$ cat src/rtl/mem_map_pkg.sv
// Shared types and field layout for the paged memory-map controller.
package mem_map_pkg;

  typedef enum logic [1:0] {REG_RAM, REG_ROM, REG_IO, REG_CFG} region_e;
  typedef enum logic [1:0] {ST_HI, ST_LO, ST_WAIT} cycle_state_e;

  localparam int         CTRL_ROM_INH = 0;
  localparam int         CTRL_MAP_EN  = 7;
  localparam logic [7:0] CTRL_MASK    = 8'h81;
  localparam int         PAGE_WP_BIT  = 7;
  localparam int         WAIT_W       = 4;

  // Physical page field width; must stay below the WP bit so both fit one byte.
  function automatic int phys_width(input int ext_aw, input int page_bits);
    return ext_aw - page_bits;
  endfunction

endpackage

$ cat src/rtl/mem_map_cycle_fsm.sv
// CPU clock generator: one-cycle high phase, low phase stretched by the latched wait count.
module mem_map_cycle_fsm
  import mem_map_pkg::*;
(
  input  logic              cpuClockx2,
  input  logic              n_reset,
  input  logic [WAIT_W-1:0] waitSel,
  input  logic              cpuRw,
  input  logic              blockWr,
  output logic              cpuClk,
  output logic              nMemRd,
  output logic              nMemWr,
  output logic              commit,
  output logic              wpFault,
  output cycle_state_e      state
);

  logic [WAIT_W-1:0] waitLat;
  logic [WAIT_W-1:0] cnt;
  logic              lowPhase;

  always_ff @(posedge cpuClockx2) begin
    if (!n_reset) begin
      state   <= ST_HI;
      cpuClk  <= 1'b1;
      waitLat <= '0;
      cnt     <= '0;
    end else begin
      case (state)
        ST_HI: begin
          state   <= ST_LO;
          cpuClk  <= 1'b0;
          waitLat <= waitSel;
        end
        ST_LO: begin
          if (waitLat == '0) begin
            state  <= ST_HI;
            cpuClk <= 1'b1;
          end else begin
            state <= ST_WAIT;
            cnt   <= waitLat - 1'b1;
          end
        end
        ST_WAIT: begin
          if (cnt == '0) begin
            state  <= ST_HI;
            cpuClk <= 1'b1;
          end else begin
            cnt <= cnt - 1'b1;
          end
        end
        default: begin
          state  <= ST_HI;
          cpuClk <= 1'b1;
        end
      endcase
    end
  end

  // Strobes depend only on registered state plus the CPU's stable rw/address.
  assign lowPhase = (state == ST_LO) || (state == ST_WAIT);
  assign commit   = ((state == ST_LO) && (waitLat == '0)) || ((state == ST_WAIT) && (cnt == '0));
  assign nMemRd   = !(lowPhase && cpuRw);
  assign nMemWr   = !(lowPhase && !cpuRw && !blockWr);
  assign wpFault  = commit && blockWr;

endmodule

$ cat src/rtl/mem_map_ctrl.sv
// Paged memory-map controller: region decode, page register file, address translation.
module mem_map_ctrl
  import mem_map_pkg::*;
#(
  parameter int          PAGE_BITS = 13,
  parameter int          EXT_AW    = 19,
  parameter logic [15:0] CFG_BASE  = 16'hFFE0,
  parameter logic [15:0] IO_BASE   = 16'hFFD0,
  parameter int          ROM_WAIT  = 0,
  parameter int          RAM_WAIT  = 0,
  parameter int          IO_WAIT   = 1
) (
  input  logic              cpuClockx2,
  input  logic              n_reset,
  input  logic [15:0]       cpu_addr,
  input  logic              cpu_rw,
  input  logic [7:0]        cpu_dout,
  output logic              cpu_clk,
  output logic              n_mem_rd,
  output logic              n_mem_wr,
  output logic [EXT_AW-1:0] ext_addr,
  output logic              n_ram_cs,
  output logic              n_rom_cs,
  output logic              n_io_cs,
  output logic              cfg_sel,
  output logic [7:0]        cfg_rdata,
  output logic              rom_inhibit,
  output logic              wp_fault,
  output cycle_state_e      dbg_state
);

  localparam int NPAGE  = 2 ** (16 - PAGE_BITS);
  localparam int IDX_W  = 16 - PAGE_BITS;
  localparam int PHYS_W = phys_width(EXT_AW, PAGE_BITS);

  logic [PHYS_W-1:0] pagePhys [NPAGE];
  logic [NPAGE-1:0]  pageWp;
  logic [7:0]        ctrlReg;
  region_e           region;
  logic [15:0]       cfgOff;
  logic              cfgHit, ioHit, isCtrl, mapEn, blockWr, commit;
  logic [IDX_W-1:0]  curPage, cfgPage;
  logic [WAIT_W-1:0] waitSel;

  assign mapEn       = ctrlReg[CTRL_MAP_EN];
  assign rom_inhibit = ctrlReg[CTRL_ROM_INH];
  assign cfgOff      = cpu_addr - CFG_BASE;
  assign cfgHit      = (cpu_addr >= CFG_BASE) && (cpu_addr <= CFG_BASE + 16'(NPAGE));
  assign ioHit       = (cpu_addr[15:4] == IO_BASE[15:4]);
  assign isCtrl      = (cfgOff == 16'(NPAGE));
  assign cfgPage     = cfgOff[IDX_W-1:0];
  assign curPage     = cpu_addr[15:PAGE_BITS];

  always_comb begin
    region = REG_RAM;
    if (cfgHit)                                         region = REG_CFG;
    else if (ioHit)                                     region = REG_IO;
    else if (cpu_addr[15] && cpu_addr[13] && !rom_inhibit) region = REG_ROM;
  end

  assign cfg_sel  = (region == REG_CFG);
  assign n_io_cs  = (region != REG_IO);
  assign n_rom_cs = (region != REG_ROM);
  assign n_ram_cs = (region != REG_RAM);

  always_comb begin
    waitSel = '0;
    case (region)
      REG_ROM: waitSel = WAIT_W'(ROM_WAIT);
      REG_RAM: waitSel = WAIT_W'(RAM_WAIT);
      REG_IO:  waitSel = WAIT_W'(IO_WAIT);
      default: waitSel = '0;
    endcase
  end

  assign ext_addr = mapEn ? {pagePhys[curPage], cpu_addr[PAGE_BITS-1:0]} : EXT_AW'(cpu_addr);
  assign blockWr  = (region == REG_RAM) && mapEn && pageWp[curPage] && !cpu_rw;

  always_comb begin
    cfg_rdata = '0;
    if (cfgHit) begin
      if (isCtrl) begin
        cfg_rdata = ctrlReg;
      end else begin
        cfg_rdata[PHYS_W-1:0]  = pagePhys[cfgPage];
        cfg_rdata[PAGE_WP_BIT] = pageWp[cfgPage];
      end
    end
  end

  // Config writes land on the last low-phase cycle so the access in flight keeps its mapping.
  always_ff @(posedge cpuClockx2) begin
    if (!n_reset) begin
      ctrlReg <= '0;
      pageWp  <= '0;
      for (int i = 0; i < NPAGE; i++) pagePhys[i] <= PHYS_W'(i);
    end else if (commit && cfg_sel && !cpu_rw) begin
      if (isCtrl) begin
        ctrlReg <= cpu_dout & CTRL_MASK;
      end else begin
        pagePhys[cfgPage] <= cpu_dout[PHYS_W-1:0];
        pageWp[cfgPage]   <= cpu_dout[PAGE_WP_BIT];
      end
    end
  end

  mem_map_cycle_fsm u_cycle (
    .cpuClockx2 (cpuClockx2),
    .n_reset    (n_reset),
    .waitSel    (waitSel),
    .cpuRw      (cpu_rw),
    .blockWr    (blockWr),
    .cpuClk     (cpu_clk),
    .nMemRd     (n_mem_rd),
    .nMemWr     (n_mem_wr),
    .commit     (commit),
    .wpFault    (wp_fault),
    .state      (dbg_state)
  );

endmodule

$ cat config.mk
export PLATFORM = sky130hd
export DESIGN_NAME = mem_map_ctrl
export DESIGN_NICKNAME = d
export VERILOG_FILES = /design/src/rtl/mem_map_pkg.sv /design/src/rtl/mem_map_cycle_fsm.sv /design/src/rtl/mem_map_ctrl.sv
export SDC_FILE = /design/constraint.sdc
export NUM_CORES = 1
export LEC_CHECK = 0
export CAP_MARGIN = 20
export CORE_MARGIN = 10
export CORE_UTILIZATION = 49
export DETAILED_ROUTE_END_ITERATION = 10
export PLACE_DENSITY = 0.77
export SLEW_MARGIN = 20
export SYNTH_ARGS = -nofsm -noshare
export SYNTH_HDL_FRONTEND = slang
export SYNTH_SLANG_ARGS = --single-unit
$ cat constraint.sdc
create_clock -name cpuClockx2 -period 2.7 [get_ports cpuClockx2]
set_input_delay 0.54 -clock cpuClockx2 [delete_from_list [all_inputs] [get_ports cpuClockx2]]
set_output_delay 0.54 -clock cpuClockx2 [all_outputs]
set_load 0.05 [all_outputs]
# == After elaboration in Yosys (flattened, before gate mapping) ==
# Memories as Yosys holds them, arrays and structs flattened.
# Cells that the tools add are included.
# totals
register_bits,21
ram_bits,48
inputBits,27
elab_cells,93
mem_count,1
# memory_table
memory,depth,width,read_ports,rd_clocked_by_memory_dff,write_ports,line_no,text
pagePhys,8,6,2,0,8,mem_map_ctrl.sv:36,logic [PHYS_W-1:0] pagePhys [NPAGE];
# op_classes
add_sub_neg,3
order_cmp,5
eq_ne,12
muxes,32
bitwise,1
reduce_logical,33
# op_table
cell,n
$mux W19,1
$eq A16 B4 Y1 const B,1
$ge A16 B16 Y1 const B,1
$le A16 B16 Y1 const B,1
$sub A16 B16 Y16 const B,1
$logic_and A1 B1 Y1,15
$mux W1,14
$eq A12 B12 Y1 const B,1
$mux W6,2
$ne A2 B2 Y1 const B,5
$bwmux W8,1
$logic_not A4 Y1,2
$lt A3 B4 Y1 const B,2
$mux W2,4
$mux W4,2
$mux W8,1
$pmux W4 S2,1
$sub A4 B1 Y4 const B,2
$bmux W1 S3,2
$eq A2 B2 Y1 const B,3
$pmux W2 S3,1
$reduce_and A2 Y1,3
$reduce_or A6 Y1,1
$logic_not A1 Y1,5
other kinds (11),14

# == Logic depth before layout (Yosys ltp) ==
# Gate-level depths: netlist (run 1).
# logic_depth
depth_word,13
mapped_depth,9
depth_no_buf,8

# == Cells and area by module ==
# From an unflattened synthesis (run 1), not the netlist that was laid out.
# hier_totals
cells_unflattened,404
area_unflattened_um2,4134.0
# modules_own_cells
mod,n_inst,cells_each,area_each_um2
mem_map_ctrl,1,332,3498.4
mem_map_cycle_fsm,1,72,635.6

# == Worst setup path after synthesis (run 1) ==
# OpenSTA, ideal clock, no wires.
# synth_timing
path_kind,input -> output
start,in cpu_addr[5]
end,out cfg_rdata[0]
arrival_time_ns,2.644
required_ns,2.160
slack_ns,-0.484
cell_stages,7
n_path_buf,0
path_cell_list,ha_1 and2_1 a211o_1 a211o_1 nor3_2 mux2i_1 nor2_1
# synth_via
elab_chain_len,4
elab_cells_between_ends,7
# synth_lines
item,line_no,text
from (decl),mem_map_ctrl.sv:15,"input logic [15:0] cpu_addr,"
$sub A16 B16 Y16,mem_map_ctrl.sv:47,assign cfgOff = cpu_addr - CFG_BASE;
$eq A16 B4 Y1,mem_map_ctrl.sv:50,assign isCtrl = (cfgOff == 16'(NPAGE));
$mux W6,mem_map_ctrl.sv:82,if (isCtrl) begin
$mux W8 (*),mem_map_ctrl.sv:81,if (cfgHit) begin
to (decl),mem_map_ctrl.sv:26,"output logic [7:0] cfg_rdata,"
# Every way passes the cells marked *; elsewhere a longest branch is shown, timed or not.

# == Worst setup path in the final report (run 1) ==
# layout_timing
start,in cpu_addr[5]
end,out cfg_rdata[7]
# layout_via
elab_chain_len,4
elab_cells_between_ends,7
# layout_lines
item,line_no
$sub A16 B16 Y16,mem_map_ctrl.sv:47
$eq A16 B4 Y1,mem_map_ctrl.sv:50
$mux W1,mem_map_ctrl.sv:82
$mux W8 (*),mem_map_ctrl.sv:81
# Marked as above.

==> qor.csv, run 1 <==
stage,metric,value,unit
setup_path,Worst path max stage delay,0.33,ns
power,Net Sw Frac,27.7,%
routing,Iteration-0 DRC Markers,487,
floorplan,I/O pin count,65,
floorplan,die area,12400,µm²
global_route,number of global-route vias before repair,4275,
global_route,total track usage,23.1,%
setup_path,crit path cell chain,buf_8 -> ha_4 -> nor4bb_4 -> o211ai_1 -> a211o_1 -> nor3_4 -> mux2i_2 -> nor2_4 -> buf_12,
floorplan,Initial Util,49.9,%
sta,Post-Route Skew,0.0103,ns
logic_synthesis,Synth Area in XOR/XNOR,0.859,%
layout,nets@finish,570,
power,Leak,2.25,nW
power,pwr dens,429,nW/µm²
global_route,largest net degree at the start of global routing,39,
sta,final setup fails,7,
cts,total CTS buffers,9,
sta,fin. max-slew vios,0,
setup_path,Critical Path Source Type,input port,
sta,post-route setup slack,-0.271,ns
logic_synthesis,Post-Synth Simple-Gate Area,22.2,%
routing,post-route ant nets,0,
layout,area delta synth->final,47.1,%
setup_path,worst setup path endpoint,cfg_rdata[7],
logic_synthesis,mapped cell area,4080,µm²
floorplan,Die W,111,µm
placed_design,IO Port Bufs,62,
global_route,antenna violations before repair,0,
logic_synthesis,sequential element share of the synthesized area,44.2,%
sta,f_max,337,MHz
setup_path,Crit. End Element,primary output,
cts,"CTS clk-pin slew, worst paths",0.07,ns
setup_path,R2R Setup Slk,0.25,ns
logic_synthesis,post-synthesis mux area share,11.0,%
run_status,outcome,"finished, violations left",
placed_design,dpl cells,602,
floorplan,Core Footprint,8180,µm²
setup_path,FF-to-FF Start,u_cycle.state[1],
logic_synthesis,Compound-Gate Fraction of Synth Area,13.4,%
setup_path,Stages on worst setup path,9,
worst_hold_path,hold path depth,2,
logic_synthesis,Adder-Cell Fraction of Synth Area,1.53,%
setup_path,"Buf+Inv Stages, Crit Path",2,
global_route,global-route wire length before repair,23.3,mm
cts,# clock sinks,66,
setup_path,CP top delay family,simple AND/OR/NAND/NOR gates,
placed_design,Detail Placement HPWL,9.24,mm
power,Comb pwr share,20.2,%
logic_synthesis,count of different cell masters after synthesis,59,
setup_path,crit path kind,in -> out,
setup_path,crit path max-delay cell type,mux2i_2,
global_route,grt total ovfl,0,
logic_synthesis,Syn. warnings,0,
floorplan,Die Ht,111,µm
sta,RSZ-0062 raised after global routing,yes,
setup_path,Worst EP required,2.16,ns
sta,Fin Setup TNS,-1.77,ns
layout,fin util,73.4,%
routing,DR pass1 iterations,5,
run,max_cap viols,0,
logic_synthesis,Cells after Synth,397,
cts,"Hold-fix buffers, CTS",0,
sta,final worst path period share,110,%
sta,Final Hold Viols,0,
logic_synthesis,"Net Count, Synth",429,
placed_design,Setup WS pre-CTS,-0.714,ns
routing,detailed-route wire length per cell,23.0,µm
placed_design,GP Congestion,0.941,
sta,Slew headroom,59.0,%
layout,FILL cells,512,
cts,H-tree Lvls,3,
power,Reg power frac,43.7,%
power,Clock power frac,36.1,%
routing,residual DRC count,0,
cts,Clock Root Buffer,clkbuf_8,
layout,share of cells above drive strength 1,41.6,%
setup_path,worst reg2reg path depth,9,
power,Psw,0.713,mW
cts,worst-skew pair later-pin latency,0.36,ns
sta,Min Hold Slack,0.481,ns
setup_path,Crit path arrival time,2.43,ns
logic_synthesis,syn avg cell area,10.3,µm²
routing,via count of the routed design,4163,
setup_path,Crit. Startpoint,cpu_addr[5],
cts,CTS tree,built,
logic_synthesis,"flops & latches, synth",66,
run_status,failing checks,setup timing,
logic_synthesis,largest family of logic cells by synthesized area,simple AND/OR/NAND/NOR gates,
logic_synthesis,Synth async-reset ratio,0,%
sta,Tmin final,2.97,ns
sta,Worst Max-Slew Pin Slew,0.614,ns
layout,n_diodes,0,
cts,clock tree buffer depth,2,
power,worst vdd ir,0.263,mV
routing,WL final,14.9,mm
routing,vias per cell,6.42,
logic_synthesis,"Primary FF master, synth",edfxtp_1,
worst_hold_path,Hold WC Path Type,reg -> reg,
layout,Non-Filler Instances,648,
floorplan,# rows,33,
setup_path,peak fanout along the critical path,4,
setup_path,Reg2Reg Capture Point,pagePhys[1][0],
power,P_int,1.86,mW
logic_synthesis,number of enable flip-flop cells after synthesis,48,
## cell usage after synthesis (3+ instances only)
library cell,n,share of area [%]
a21oi_1,6,0.74
xnor2_1,4,0.86
ha_1,5,1.5
a21boi_0,5,0.92
edfxtp_1,48,35
mux2i_1,12,2.9
nand3_1,8,0.98
o21ai_0,18,2.2
nand4_1,5,0.77
dfxtp_1,18,8.8
clkbuf_1,18,1.7
o211ai_1,3,0.55
a31oi_1,6,0.92
nor2b_1,10,1.5
nand2_1,25,2.3
a21boi_1,3,0.55
and2_1,3,0.46
inv_1,7,0.64
or3_1,7,1.1
or4b_1,4,0.98
o22ai_1,24,3.7
nand3b_1,5,0.92
or3b_2,5,1.1
buf_2,5,0.61
nor3_1,39,4.8
a211o_1,3,0.64
buf_4,18,3.3
nor2_1,27,2.5
mux4_2,14,7.7
and3_1,9,1.4
## placed cells by master (no fill, tap or decap), types with 10 or more instances in the layout
cell | Yosys | layout
nor3_1 | 39 | 38
nand2_1 | 25 | 25
mux4_2 | 14 | 14
nor2b_1 | 10 | 10
edfxtp_1 | 48 | 48
dfxtp_1 | 18 | 18
mux2i_1 | 12 | 11
buf_4 | 18 | 117
clkdlybuf4s50_1 | 0 | 13
o21ai_0 | 18 | 18
nor2_1 | 27 | 22
buf_6 | 1 | 19
o22ai_1 | 24 | 24
buf_12 | 0 | 15
## final cells by class
| class | instances | area [µm²] | area share, % |
|---|---|---|---|
| multi-input combinational | 280 | 2210 | 36.8 |
| tap | 105 | 131 | 2.19 |
| inverter | 7 | 26.3 | 0.438 |
| clock inverter | 7 | 91.3 | 1.52 |
| clock buffer | 9 | 124 | 2.07 |
| timing repair buffer | 174 | 1620 | 27.0 |
| sequential | 66 | 1800 | 30.0 |
## cells by family (layout without fill, tap and decap cells)
kind of cell	count (synthesis)	after routing
muxes	27	27
and+or+nand+nor	162	162
xor gates and xnor gates	4	4
other	1	1
adders and majority gates	5	5
buffers and inverters	51	197
AOI/OAI and AO/OA	81	81
DFF	66	66
## power groups by stage
stage               Clock (mW)  Combinational, mW  Sequential, mW
finish                   0.928              0.520            1.12
CTS                      0.923              0.478            1.12
detailed placement           0              0.441            1.14
global placement             0              0.434            1.14
floorplan                    0              0.241            1.15
global route             0.971              0.543            1.12
## worst min-delay path by stage
stage	start	end	slack, ns
global placement	u_cycle.cnt[3]	u_cycle.cnt[3]	0.46
CTS	u_cycle.cnt[3]	u_cycle.cnt[3]	0.48
finish	u_cycle.cnt[3]	u_cycle.cnt[3]	0.48
global route	u_cycle.cnt[3]	u_cycle.cnt[3]	0.52
floorplan	u_cycle.cnt[3]	u_cycle.cnt[3]	0.45
detailed placement	u_cycle.cnt[3]	u_cycle.cnt[3]	0.46
## stage by stage
stage          area (µm²)  total power [mW]
2_1_floorplan        4110              1.39
3_3_place_gp         5320              1.58
3_5_place_dp         5320              1.59
4_1_cts              5940              2.52
5_1_grt              6000              2.64
6_report             6000              2.57
## flip-flops by register name (all words and copies together) (netlist names)
signal           flops
pageWp               8
u_cycle.state        2
u_cycle.waitLat      1
u_cycle.cpuClk       1
u_cycle.cnt          4
pagePhys            48
ctrlReg              2
## tightest hold or removal path, cell delays in order (launching register included)
cell	delay [ns]
dfxtp_1	0.32
o211ai_1	0.08
a31oi_1	0.04
## routing by layer
layer	vias to the layer above	share of wire (%)	global-route usage, %
li1	1793	-	-
met1	1958	36	26.6
met2	333	49	38.7
met3	79	11	5.90
met4	0	4.4	11.9
met5	-	0	0
## timing repair
action	4_1_cts	5_1_grt
resized for setup	83	38
setup endpoints to repair	106	14
endpoints found under the hold margin	0	0
pin swaps	18	20
buffers inserted	35	8
No activity file was read; power rests on OpenSTA's default activity.
==> inputs of run 2 (changes only) <==
- CORE_UTILIZATION: 49 -> 35
- PLACE_DENSITY: 0.77 -> 0.58
- SLEW_MARGIN: 20 -> not set
==> qor.csv, run 2 (synthesis gave the netlist of run 1 again) <==
stage,metric,value,unit
run_status,outcome,"finished, violations left",
run_status,failing checks,setup timing,
layout,Reg with most FFs,pagePhys,
layout,multi-input logic area,2120,µm²
layout,FF+latch area,1800,µm²
run,max_cap viols,0,
cts,worst-skew pair later-pin latency,0.33,ns
layout,share of cells above drive strength 1,37.9,%
floorplan,# rows,39,
sta,Final Hold Viols,0,
placed_design,IO Port Bufs,62,
sta,post-route setup slack,-0.218,ns
sta,Worst Max-Slew Pin Slew,0.508,ns
routing,WL final,13.1,mm
setup_path,R2R Setup Slk,0.25,ns
layout,n_diodes,0,
floorplan,Core Footprint,11400,µm²
floorplan,I/O pin count,65,
routing,vias per cell,5.63,
cts,H-tree Lvls,3,
setup_path,Crit. End Element,primary output,
global_route,largest net degree at the start of global routing,39,
global_route,antenna violations before repair,0,
cts,clock tree buffer depth,2,
floorplan,die area,16400,µm²
cts,total CTS buffers,9,
layout,nets@finish,551,
sta,fin. max-slew vios,0,
worst_hold_path,hold path depth,2,
floorplan,Initial Util,35.7,%
routing,DR pass1 iterations,5,
setup_path,peak fanout along the critical path,4,
setup_path,Worst EP required,2.16,ns
layout,area delta synth->final,44.1,%
setup_path,Crit path arrival time,2.38,ns
setup_path,crit path kind,in -> out,
setup_path,Critical Path Source Type,input port,
setup_path,FF-to-FF Start,u_cycle.state[1],
routing,via count of the routed design,3750,
global_route,global-route wire length before repair,20.7,mm
sta,Tmin final,2.92,ns
power,pwr dens,481,nW/µm²
placed_design,GP Congestion,0.857,
global_route,grt total ovfl,0,
power,Overall Power,2.83,mW
worst_hold_path,Hold WC Path Type,reg -> reg,
layout,Largest regs,"pagePhys: 48 flops, pageWp: 8 flops, u_cycle.cnt: 4 flops",
worst_hold_path,Worst Hold Endpoint,u_cycle.cnt[3],
sta,Post-Route Skew,0.0103,ns
cts,"CTS clk-pin slew, worst paths",0.06,ns
cts,# clock sinks,66,
sta,Slew headroom,66.0,%
floorplan,Die Ht,128,µm
routing,residual DRC count,0,
floorplan,Die W,128,µm
sta,final worst path period share,108,%
layout,most frequent cells in the layout,"101 x buf_4, 48 x edfxtp_1, 38 x nor3_1, 25 x nand2_1",
cts,CTS tree,built,
power,worst vdd ir,0.291,mV
setup_path,Reg2Reg Capture Point,pagePhys[2][1],
sta,RSZ-0062 raised after global routing,yes,
global_route,total track usage,16.0,%
placed_design,Detail Placement HPWL,9.66,mm
worst_hold_path,hold wc startpoint,u_cycle.cnt[3],
routing,detailed-route wire length per cell,19.7,µm
power,Leak,2.19,nW
layout,FILL cells,1063,
routing,post-route ant nets,0,
cts,"Hold-fix buffers, CTS",0,
layout,max FFs per register,48,
cts,Clock Root Buffer,clkbuf_16,
setup_path,worst reg2reg path depth,9,
global_route,number of global-route vias before repair,3790,
layout,"commonest non-fill, non-tap cell in the layout",buf_4,
layout,fin util,51.5,%
routing,Iteration-0 DRC Markers,312,
sta,final setup fails,7,
sta,f_max,343,MHz
## run 2: worst max path at each step
| stage | from | to | slack, ns | cells past startpoint |
|---|---|---|---|---|
| floorplan | cpu_addr[5] | cfg_rdata[0] | -0.13 | 7 |
| global placement | cpu_addr[5] | cfg_rdata[0] | -0.70 | 10 |
| detailed placement | cpu_addr[5] | cfg_rdata[1] | -0.79 | 9 |
| CTS | cpu_addr[6] | cfg_rdata[0] | -0.33 | 10 |
| global route | cpu_addr[5] | cfg_rdata[0] | -0.37 | 10 |
| finish | cpu_addr[5] | cfg_rdata[0] | -0.22 | 10 |
## run 2: report_power, final
part / internal, mW / total (mW) / switching, mW
Clock: 0.807 / 1.23 / 0.426
Sequential: 1.11 / 1.13 / 0.0175
Combinational: 0.210 / 0.468 / 0.258
## run 2: stage by stage
step / area [µm²] / hold slack [ns] / setup slack, ns / TNS, ns / instances
floorplan: 4110 / 0.445 / -0.131 / -0.150 / 397
detailed placement: 5420 / 0.464 / -0.785 / -57.95 / 645
finish: 5880 / 0.472 / -0.218 / -1.44 / 666
CTS: 5860 / 0.473 / -0.329 / -2.13 / 663
global route: 5880 / 0.508 / -0.366 / -2.31 / 666
global placement: 5420 / 0.458 / -0.700 / -56.80 / 645
## run 2: cell type report
class	instances	share of cell area (%)
inverters	7	0.447
multi-input cells	280	36.1
repair buffers	155	24.4
well taps	143	3.05
clock buffers	11	3.96
clock inverters	4	1.32
flip-flops and latches	66	30.7
## run 2: timing repair
action                     4_1_cts  5_1_grt
setup endpoints to repair      107       13
hold endpoints to repair         0        0
gates resized for setup         75        6
pin swaps                       18        8
buffers inserted                 3        3
## run 2: routing by layer
layer	GRT usage (%)	share of wire [%]	vias up
li1	-	-	1757
met4	6.62	1.9	0
met1	20.7	42	1814
met3	2.94	7.0	20
met5	0	0	-
met2	25.9	50	159
## run 2: worst max-delay path: stages
cell and delay (ns):
buf_8 0.10, ha_4 0.23, nor4bb_4 0.26, o211ai_1 0.15, a211o_1 0.29, nor3_4 0.21
buf_4 0.16, mux2i_2 0.21, nor2_2 0.07, buf_12 0.15
==> inputs of run 3 (changes only) <==
- CAP_MARGIN: 20 -> 25
- SETUP_SLACK_MARGIN: not set -> 0.02
==> qor.csv, run 3 (synthesis gave the netlist of run 1 again) <==
stage,metric,value,unit
setup_path,crit path max-delay cell type,a211o_1,
power,pwr dens,464,nW/µm²
routing,WL final,13.4,mm
routing,DR pass1 iterations,5,
routing,detailed-route wire length per cell,19.8,µm
cts,clock tree buffer depth,2,
run,max_cap viols,0,
routing,post-route ant nets,0,
floorplan,Die Ht,128,µm
layout,"commonest non-fill, non-tap cell in the layout",buf_4,
global_route,met2 usage,27.7,%
power,worst vdd ir,0.313,mV
cts,"Hold-fix buffers, CTS",0,
global_route,global-route wire length before repair,21.0,mm
placed_design,IO Port Bufs,62,
routing,via count of the routed design,3734,
routing,vias per cell,5.52,
setup_path,Crit path arrival time,2.40,ns
global_route,GRT busiest layer,met2,
sta,post-route setup slack,-0.236,ns
cts,CTS tree,built,
sta,f_max,341,MHz
floorplan,I/O pin count,65,
power,Comb pwr share,17.5,%
global_route,antenna violations before repair,0,
global_route,total track usage,16.3,%
setup_path,Critical Path Source Type,input port,
power,Clock power frac,42.0,%
cts,Clock Root Buffer,clkbuf_16,
setup_path,Worst path max stage delay,0.32,ns
sta,Slew headroom,64.6,%
routing,residual DRC count,0,
placed_design,Detail Placement HPWL,9.53,mm
setup_path,crit path kind,in -> out,
floorplan,Initial Util,35.7,%
power,Psw,0.727,mW
layout,fin area,5980,µm²
layout,nets@finish,560,
cts,"CTS clk-pin slew, worst paths",0.06,ns
sta,RSZ-0062 raised after global routing,yes,
global_route,met3 usage in global routing,3.93,%
cts,# clock sinks,66,
setup_path,"Buf+Inv Stages, Crit Path",3,
sta,Final Hold Viols,0,
floorplan,Core Footprint,11400,µm²
worst_hold_path,Hold WC Path Type,reg -> reg,
layout,n_diodes,0,
floorplan,# rows,39,
floorplan,die area,16400,µm²
cts,H-tree Lvls,3,
run_status,outcome,"finished, violations left",
layout,fin util,52.3,%
layout,most frequent cells in the layout,"110 x buf_4, 48 x edfxtp_1, 38 x nor3_1, 25 x nand2_1, 24 x o22ai_1",
sta,fin. max-slew vios,0,
global_route,met1 Usage GRT,20.0,%
run_status,failing checks,setup timing,
placed_design,dpl cell area,5400,µm²
sta,Post-Route Skew,0.0110,ns
power,Leak,2.22,nW
floorplan,Die W,128,µm
cts,total CTS buffers,9,
layout,share of cells above drive strength 1,39.4,%
cts,worst-skew pair later-pin latency,0.34,ns
layout,area delta synth->final,46.6,%
setup_path,crit path cell chain,buf_8 -> ha_4 -> and2_4 -> a211o_1 -> a211o_1 -> nor3_4 -> buf_4 -> mux2i_2 -> nor2_2 -> buf_12,
sta,Worst Max-Slew Pin Slew,0.529,ns
layout,Largest regs,"pagePhys: 48 flops, pageWp: 8 flops, u_cycle.cnt: 4 flops",
global_route,grt total ovfl,0,
sta,Fin Setup TNS,-1.28,ns
setup_path,Worst EP required,2.16,ns
setup_path,Crit. End Element,primary output,
power,Net Sw Frac,26.3,%
power,P_int,2.04,mW
sta,final setup fails,7,
sta,Tmin final,2.94,ns
layout,max FFs per register,48,
sta,final worst path period share,109,%
power,Reg power frac,40.5,%
setup_path,peak fanout along the critical path,4,
global_route,largest net degree at the start of global routing,31,
routing,Iteration-0 DRC Markers,280,
setup_path,cell mode on critical path,a211o_1,
layout,Reg with most FFs,pagePhys,
global_route,number of global-route vias before repair,3864,
placed_design,GP Congestion,0.829,
setup_path,CP top delay family,compound AO/OA/AOI/OAI gates,
[run 3: cell types whose count changed in the layout (fill, tap and decap cells not counted), sizes merged]
| cell | before | now |
|---|---|---|
| clkbuf | 12 | 15 |
| clkdlybuf4s15 | 3 | 5 |
| clkinv | 2 | 3 |
| bufinv | 2 | 1 |
| buf | 135 | 141 |
| dlygate4sd2 | 3 | 2 |
[run 3: final timing paths]
kind                         start             end  slack [ns]  depth (start not counted)
setup / recovery       cpu_addr[6]    cfg_rdata[0]       -0.24                         10
hold / removal          ctrlReg[7]      ctrlReg[7]        0.46                          2
setup reg to reg  u_cycle.state[1]  pagePhys[2][1]        0.13                          9
hold reg to reg         ctrlReg[7]      ctrlReg[7]        0.46                          2
[run 3: what timing repair did]
action,4_1_cts,5_1_grt
gates resized for setup,79,19
pin swaps,24,21
endpoints found under the hold margin,0,0
buffers inserted,8,7
endpoints found under the setup margin,114,16
[run 3: worst register-to-register path, delay by kind of cell (launching register included)]
kind / cells / cell delay [ns]
AND/OR/NAND/NOR: 3 / 1.02
buffers and inverters: 3 / 0.43
AO/OA/AOI/OAI: 2 / 0.26
adder cells (fa/ha/maj): 1 / 0.26
flip-flops: 1 / 0.33
[run 3: power by group through the flow]
stage,Clock (mW),Sequential (mW),Combinational [mW]
3_5_place_dp,0,1.14,0.449
2_1_floorplan,0,1.15,0.243
6_report,1.16,1.12,0.484
4_1_cts,1.17,1.12,0.473
3_3_place_gp,0,1.14,0.446
5_1_grt,1.22,1.12,0.513
[run 3: through the flow]
| step | instances | setup slack [ns] | total power, mW | hold slack (ns) |
|---|---|---|---|---|
| 3_5_place_dp | 645 | -0.804 | 1.59 | 0.460 |
| 5_1_grt | 676 | -0.297 | 2.86 | 0.503 |
| 4_1_cts | 669 | -0.317 | 2.77 | 0.468 |
| 3_3_place_gp | 645 | -0.727 | 1.59 | 0.447 |
| 2_1_floorplan | 397 | -0.124 | 1.39 | 0.445 |
| 6_report | 676 | -0.236 | 2.77 | 0.463 |
[run 3: final cells by class]
type	count	area, µm²
repair buffers	164	1520
flip-flops and latches	66	1800
multi-input cells	280	2160
well taps	143	179
fillers	1037	5440
clock inverters	4	52.6
clock buffers	12	236
inverters	7	26.3
[run 3: routing by layer]
metal,routed length [µm],vias to the layer above,share of wire (%)
li1,-,1767,-
met2,6760,141,50
met4,206,0,1.5
met3,855,17,6.4
met5,0,-,0
met1,5590,1809,42
